File: config.mk
export PLATFORM = sky130hd
export DESIGN_NAME = if_prefetch_unit
export DESIGN_NICKNAME = d
export VERILOG_FILES = /design/src/rtl/riscv_pkg.sv /design/src/rtl/fetch_buffer.sv /design/src/rtl/if_prefetch_unit.sv
export SDC_FILE = /design/constraint.sdc
export NUM_CORES = 1
export LEC_CHECK = 0
export CELL_PAD_IN_SITES_DETAIL_PLACEMENT = 0
export CELL_PAD_IN_SITES_GLOBAL_PLACEMENT = 1
export CORE_MARGIN = 3
export CORE_UTILIZATION = 42
export DETAILED_ROUTE_END_ITERATION = 7
export PLACE_DENSITY = 0.87
export SLEW_MARGIN = 25
export SYNTH_ARGS = -nofsm -noshare
export SYNTH_HDL_FRONTEND = slang
export SYNTH_SLANG_ARGS = --single-unit
export TNS_END_PERCENT = 5
File: constraint.sdc
create_clock -name clk -period 11 [get_ports clk]
set_input_delay 1.1 -clock clk [delete_from_list [all_inputs] [get_ports clk]]
set_output_delay 1.1 -clock clk [all_outputs]
set_load 0.05 [all_outputs]
File: src/rtl/riscv_pkg.sv
// riscv_pkg: shared fetch-side definitions.
//   XLEN          - default address/instruction width
//   PC_INC        - sequential fetch stride in bytes
//   fetch_entry_t - one prefetch buffer slot {pc, inst, filled}
package riscv_pkg;

  localparam int XLEN   = 32;
  localparam int PC_INC = 4;

  typedef struct packed {
    logic [XLEN-1:0] pc;
    logic [XLEN-1:0] inst;
    logic            filled;
  } fetch_entry_t;

endpackage

File: src/rtl/fetch_buffer.sv
// fetch_buffer: in-order prefetch FIFO. An entry is allocated when its request
// is accepted, filled when its response arrives, and popped by IF/ID.
//   clk, reset     - clock, async active-high reset
//   clear          - drop every entry (redirect)
//   alloc/alloc_pc - allocate tail entry {pc, filled=0}
//   fill/fill_data - write the oldest unfilled entry
//   pop            - free the head entry
//   head           - head entry contents
//   not_empty/full - occupancy flags
// Entry width follows riscv_pkg::XLEN.
module fetch_buffer
  import riscv_pkg::XLEN;
  import riscv_pkg::fetch_entry_t;
#(
  parameter int DEPTH = 4
) (
  input  logic            clk,
  input  logic            reset,
  input  logic            clear,
  input  logic            alloc,
  input  logic [XLEN-1:0] alloc_pc,
  input  logic            fill,
  input  logic [XLEN-1:0] fill_data,
  input  logic            pop,
  output fetch_entry_t    head,
  output logic            not_empty,
  output logic            full
);

  localparam int PW = $clog2(DEPTH);

  fetch_entry_t   mem [DEPTH];
  logic [PW-1:0]  head_ptr, tail_ptr, fill_ptr;
  logic [PW:0]    count;

  // Pointers wrap naturally: DEPTH is a power of two.
  always_ff @(posedge clk or posedge reset) begin
    if (reset) begin
      head_ptr <= '0;
      tail_ptr <= '0;
      fill_ptr <= '0;
      count    <= '0;
      for (int i = 0; i < DEPTH; i++) mem[i] <= '0;
    end else if (clear) begin
      // Stale filled bits are harmless: allocation rewrites the whole entry.
      head_ptr <= '0;
      tail_ptr <= '0;
      fill_ptr <= '0;
      count    <= '0;
    end else begin
      if (fill) begin
        mem[fill_ptr].inst   <= fill_data;
        mem[fill_ptr].filled <= 1'b1;
        fill_ptr             <= fill_ptr + 1'b1;
      end
      // Fill and alloc never target the same slot: a slot at the tail is
      // either free or already filled.
      if (alloc) begin
        mem[tail_ptr] <= '{pc: alloc_pc, inst: '0, filled: 1'b0};
        tail_ptr      <= tail_ptr + 1'b1;
      end
      if (pop) head_ptr <= head_ptr + 1'b1;
      count <= count + (PW+1)'(alloc) - (PW+1)'(pop);
    end
  end

  assign head      = mem[head_ptr];
  assign not_empty = (count != '0);
  assign full      = (count == (PW+1)'(DEPTH));

endmodule

File: src/rtl/if_prefetch_unit.sv
// if_prefetch_unit: instruction fetch with a DEPTH-entry prefetch buffer
// feeding the IF/ID pipeline register.
//   clk, reset                    - clock, async active-high reset
//   pc_branch, pc_src             - redirect target / one-cycle strobe
//   IF_flush                      - bubble IF/ID
//   IF_ID_write                   - decode advances IF/ID (0 = stall)
//   imem_req_valid/ready/addr     - fetch request channel
//   imem_rsp_valid/data           - in-order fetch responses
//   IF_ID_valid/pc/inst           - IF/ID register
module if_prefetch_unit
  import riscv_pkg::PC_INC;
  import riscv_pkg::fetch_entry_t;
#(
  parameter int              XLEN     = riscv_pkg::XLEN,
  parameter int              DEPTH    = 4,
  parameter logic [XLEN-1:0] RESET_PC = '0
) (
  input  logic            clk,
  input  logic            reset,
  input  logic [XLEN-1:0] pc_branch,
  input  logic            pc_src,
  input  logic            IF_flush,
  input  logic            IF_ID_write,
  output logic            imem_req_valid,
  input  logic            imem_req_ready,
  output logic [XLEN-1:0] imem_req_addr,
  input  logic            imem_rsp_valid,
  input  logic [XLEN-1:0] imem_rsp_data,
  output logic            IF_ID_valid,
  output logic [XLEN-1:0] IF_ID_pc,
  output logic [XLEN-1:0] IF_ID_inst
);

  // Outstanding count can exceed DEPTH after redirects (old requests still in
  // flight while new ones are issued), so it gets headroom and saturates.
  localparam int OW = $clog2(DEPTH) + 4;

  logic [XLEN-1:0] fetch_pc;
  logic [OW-1:0]   outst, discard;
  logic            req_fire, rsp_keep, pop, head_rdy;
  logic            buf_full, buf_not_empty;
  fetch_entry_t    head;

  assign head_rdy = buf_not_empty & head.filled;
  // A flush discards the IF/ID slot but must not consume a buffered entry.
  assign pop      = IF_ID_write & head_rdy & ~IF_flush;

  // A pop frees a slot this cycle, so a full buffer can still issue.
  assign imem_req_valid = ~reset & ~pc_src & (~buf_full | pop) & (outst != '1);
  assign imem_req_addr  = fetch_pc;
  assign req_fire       = imem_req_valid & imem_req_ready;

  // Responses in the redirect cycle belong to the old path; the clear drops
  // their entries anyway.
  assign rsp_keep = imem_rsp_valid & (discard == '0) & ~pc_src;

  always_ff @(posedge clk or posedge reset) begin
    if (reset) begin
      fetch_pc <= RESET_PC;
      outst    <= '0;
      discard  <= '0;
    end else begin
      if (pc_src)        fetch_pc <= pc_branch & ~XLEN'(3);
      else if (req_fire) fetch_pc <= fetch_pc + XLEN'(PC_INC);

      outst <= outst + OW'(req_fire) - OW'(imem_rsp_valid);

      // Everything still in flight after this cycle is wrong-path.
      if (pc_src)
        discard <= outst - OW'(imem_rsp_valid);
      else if (imem_rsp_valid && discard != '0)
        discard <= discard - OW'(1);
    end
  end

  // IF/ID: flush wins, stall holds, otherwise take the head or a bubble.
  // A redirect alone does not bubble IF/ID; callers pair it with IF_flush.
  always_ff @(posedge clk or posedge reset) begin
    if (reset) begin
      IF_ID_valid <= 1'b0;
      IF_ID_pc    <= '0;
      IF_ID_inst  <= '0;
    end else if (IF_flush || (IF_ID_write && !pop)) begin
      IF_ID_valid <= 1'b0;
      IF_ID_pc    <= '0;
      IF_ID_inst  <= '0;
    end else if (pop) begin
      IF_ID_valid <= 1'b1;
      IF_ID_pc    <= head.pc;
      IF_ID_inst  <= head.inst;
    end
  end

  fetch_buffer #(.DEPTH(DEPTH)) u_buf (
    .clk       (clk),
    .reset     (reset),
    .clear     (pc_src),
    .alloc     (req_fire),
    .alloc_pc  (fetch_pc),
    .fill      (rsp_keep),
    .fill_data (imem_rsp_data),
    .pop       (pop),
    .head      (head),
    .not_empty (buf_not_empty),
    .full      (buf_full)
  );

endmodule

==> results.tsv <==
metric	value	unit
post-synth cell types	62	
site row count	73	
Congestion Overflow GR	0	
main flop type after synthesis	dfrtp_1	
Worst-Skew Late Latency	0.54	ns
global-route wire length before repair	72300	um
CTS Buffer Depth	3	
Fin. Hold Viols	0	
Post-synth EDFFs	0	
Max VDD drop	0.000114	V
Core ar.	40100	um2
Hold Crit Class	reg -> reg	
WP data arrival	3.68	ns
All-Layer GR Usage	0.207	
clock skew	0.0165	ns
drt pass-1 iters	6	
critical path class	in -> out	
TritonCTS buffer count	40	
CP endpoint kind	primary output	
antenna violations before repair	0	
Area growth, synth to finish	18.7	%
Critical Path Fanout Max	11	
Setup crit start kind	primary input	
PnR worst setup slack	6.22	ns
leak pwr	8.78	nW
mapped cell area	17200	um2
Clk pin slew, worst setup/hold paths	0.06	ns
final worst path period need	4.78	ns
WL per Instance	21.1	um
CTS tree	built	
die area	43500	um2
setup bufs post-CTS	0	
Die Height	208	um
share of layout cells above drive strength 1	0.178	
Port-buffer cells	164	
# nets final	1681	
pin count of the biggest net entering global routing	193	
Seq cells post-synth	371	
DRT iter0 DRCs	932	
ys async rst share	1.00	
initial core utilization	0.429	
setup TNS	0	ns
Worst Path Required	9.90	ns
max cap viols	0	
Routed Antenna Nets	0	
Clock Sinks	371	
via count	12096	
Tightest Pin Transition	1.06	ns
DP Wirelength	25600	um
final worst-path cycle share	0.435	
Rel. slew slack	0.291	
DP Worst Slack	6.13	ns
pwr dens	172	nW/um2
DRC viols	0	
synthesized area per cell	11.7	um2
Multi-input gate area	7220	um2
DR vias/cell	5.66	
cell count after synthesis	1478	
fill count	3469	
RSZ-0062 raised after global routing	no	
Achievable Freq	209	MHz
final slew viol count	0	
vias in the first global route	12614	
register area share after synthesis	0.539	
Routed WL	45000	um
status	finished, final reports clean	
GP Congestion	0.794	
Sequential Area	9290	um2
post-cts gate resize count	0	
Root Buffer Master	clkbuf_16	
Final setup viols	0	
io pins	169	
H-Tree Depth	2	
Die Wd	208	um
cts hold-fix bufs	0	
Yosys warning total	0	
Hold WS	0.483	ns
==> layer usage <==
| metal | vias to the layer above | wire length [um] | global-route usage |
|---|---|---|---|
| li1 | 5406 | - | - |
| met1 | 6274 | 19400 | 0.280 |
| met2 | 357 | 21900 | 0.344 |
| met3 | 59 | 2980 | 0.0425 |
| met4 | 0 | 794 | 0.0532 |
| met5 | - | 0 | 0 |
==> worst paths after layout <==
check | startpoint | to | slack, ns | cells past startpoint
setup / recovery | IF_ID_write | imem_req_valid | 6.22 | 5
hold / removal | IF_ID_valid$_DFFE_PP0P_ | IF_ID_valid$_DFFE_PP0P_ | 0.48 | 1
setup reg to reg | u_buf.head_ptr[0]$_DFFE_PP0P_ | outst[4]$_DFF_PP0_ | 7.03 | 11
hold reg to reg | IF_ID_valid$_DFFE_PP0P_ | IF_ID_valid$_DFFE_PP0P_ | 0.48 | 1
max in group asynchronous | reset | u_buf.head_ptr[0]$_DFFE_PP0P_ | 8.54 | 5
min in group asynchronous | reset | outst[5]$_DFF_PP0_ | 1.05 | 3
==> cells by family (layout without fill, tap and decap cells) <==
logic type	after synthesis	in the layout	synth area share
multiplexers	190	190	0.165
flip-flops	371	371	0.539
XOR/XNOR	21	21	0.0107
adder cells (fa/ha/maj)	27	27	0.0205
AO/OA/AOI/OAI	281	281	0.107
other	1	3	0.000218
buffers and inverters	152	283	0.0436
AND/OR/NAND/NOR	435	435	0.113
==> critical path, stage by stage <==
cell,delay (ns)
clkdlybuf4s50_1,0.54
or3b_1,0.40
o221ai_2,0.55
and3_1,0.26
clkdlybuf4s50_1,0.82
==> power breakdown <==
group	leakage (nW)	switching, mW	internal (mW)	total, mW
clock	0.636	0.538	0.771	1.31
sequential	5.00	0.126	1.52	1.65
combinational	3.15	0.267	0.291	0.557
total	8.78	0.930	2.58	3.51
==> sequential cells by signal (all words and copies together), names as in the netlist, 2 cells and up <==
| name | flops |
|---|---|
| u_buf.mem | 256 |
| outst | 6 |
| IF_ID_pc | 31 |
| u_buf.head_ptr | 2 |
| imem_req_addr | 30 |
| u_buf.count | 3 |
| IF_ID_inst | 32 |
| discard | 6 |
| u_buf.tail_ptr | 2 |
| u_buf.fill_ptr | 2 |
==> final cells by class <==
class	count	share of cell area
flip-flops and latches	371	0.455
multi-input cells	956	0.353
repair buffers	185	0.0923
clock buffers	59	0.0584
well taps	525	0.0321
inverters	29	0.00551
clock inverters	10	0.00367
diodes	1	0.000122
==> synth_stat cells, types with 2 or more instances <==
| cell | number | share of area |
|---|---|---|
| fa_1 | 2 | 0.0023 |
| nor2_1 | 29 | 0.0063 |
| or3b_1 | 2 | 0.0010 |
| nor3_1 | 10 | 0.0029 |
| o21ai_1 | 2 | 0.00058 |
| nor4_2 | 3 | 0.0022 |
| a221o_1 | 11 | 0.0064 |
| o21ai_0 | 14 | 0.0041 |
| inv_1 | 29 | 0.0063 |
| mux2i_1 | 6 | 0.0035 |
| a22o_1 | 63 | 0.032 |
| and3_1 | 8 | 0.0029 |
| nand4_1 | 4 | 0.0015 |
| a32o_1 | 2 | 0.0012 |
| o31ai_1 | 3 | 0.0013 |
| xor2_1 | 4 | 0.0020 |
| and2_1 | 4 | 0.0015 |
| nand2_1 | 292 | 0.064 |
| or4_1 | 4 | 0.0017 |
| a21o_1 | 5 | 0.0022 |
| o311ai_0 | 3 | 0.0015 |
| dfrtp_1 | 371 | 0.54 |
| nor2b_1 | 37 | 0.013 |
| nor3b_1 | 2 | 0.00087 |
| o21bai_1 | 5 | 0.0022 |
| buf_4 | 30 | 0.013 |
| nand3_1 | 19 | 0.0055 |
| nor4_1 | 4 | 0.0015 |
| ha_1 | 25 | 0.018 |
| xnor2_1 | 17 | 0.0086 |
| o211ai_1 | 2 | 0.00087 |
| a22oi_1 | 13 | 0.0057 |
| mux2_2 | 120 | 0.078 |
| clkbuf_2 | 4 | 0.0012 |
| or3_1 | 8 | 0.0029 |
| o31a_1 | 6 | 0.0031 |
| buf_1 | 7 | 0.0015 |
| a21oi_1 | 143 | 0.042 |
| buf_2 | 44 | 0.013 |
| clkbuf_1 | 37 | 0.0081 |
| mux4_2 | 63 | 0.082 |
==> layout by cell type (no fill, tap or decap), types with 3 or more instances in the layout <==
| cell type | Yosys | final |
|---|---|---|
| a21o_1 | 5 | 5 |
| nor3_1 | 10 | 10 |
| o21bai_1 | 5 | 5 |
| nor4_2 | 3 | 3 |
| mux2i_1 | 6 | 6 |
| and3_4 | 0 | 4 |
| clkbuf_8 | 0 | 10 |
| nand3_1 | 19 | 19 |
| a221o_1 | 11 | 11 |
| a22oi_1 | 13 | 13 |
| nand4_1 | 4 | 4 |
| mux4_2 | 63 | 63 |
| a22o_1 | 63 | 63 |
| clkinv_2 | 0 | 9 |
| clkbuf_16 | 0 | 41 |
| mux2_2 | 120 | 120 |
| or3_1 | 8 | 8 |
| o21ai_0 | 14 | 14 |
| xor2_1 | 4 | 4 |
| a21oi_1 | 143 | 142 |
| clkdlybuf4s50_1 | 0 | 163 |
| buf_12 | 0 | 4 |
| clkbuf_1 | 37 | 8 |
| o31a_1 | 6 | 5 |
| and3_1 | 8 | 4 |
| nand2_1 | 292 | 292 |
| inv_1 | 29 | 28 |
| dfrtp_1 | 371 | 369 |
| nor2b_1 | 37 | 37 |
| nor4_1 | 4 | 4 |
| nor2_1 | 29 | 28 |
| buf_4 | 30 | 16 |
| and2_1 | 4 | 4 |
| ha_1 | 25 | 25 |
| o311ai_0 | 3 | 3 |
| xnor2_1 | 17 | 17 |
| or4_1 | 4 | 4 |
| o31ai_1 | 3 | 3 |
==> through the flow <==
stage / std cells / cell area, um2 / util / total power [mW]
2_1_floorplan: 1479 / 17200 / - / 2.07
3_3_place_gp: 2062 / 19100 / 0.476 / 2.20
3_5_place_dp: 2062 / 19100 / 0.476 / 2.23
4_1_cts: 2131 / 20300 / 0.507 / 3.54
5_1_grt: 2135 / 20400 / 0.510 / 3.67
6_report: 2136 / 20400 / 0.510 / 3.51
(Power assumes the default switching activity.)
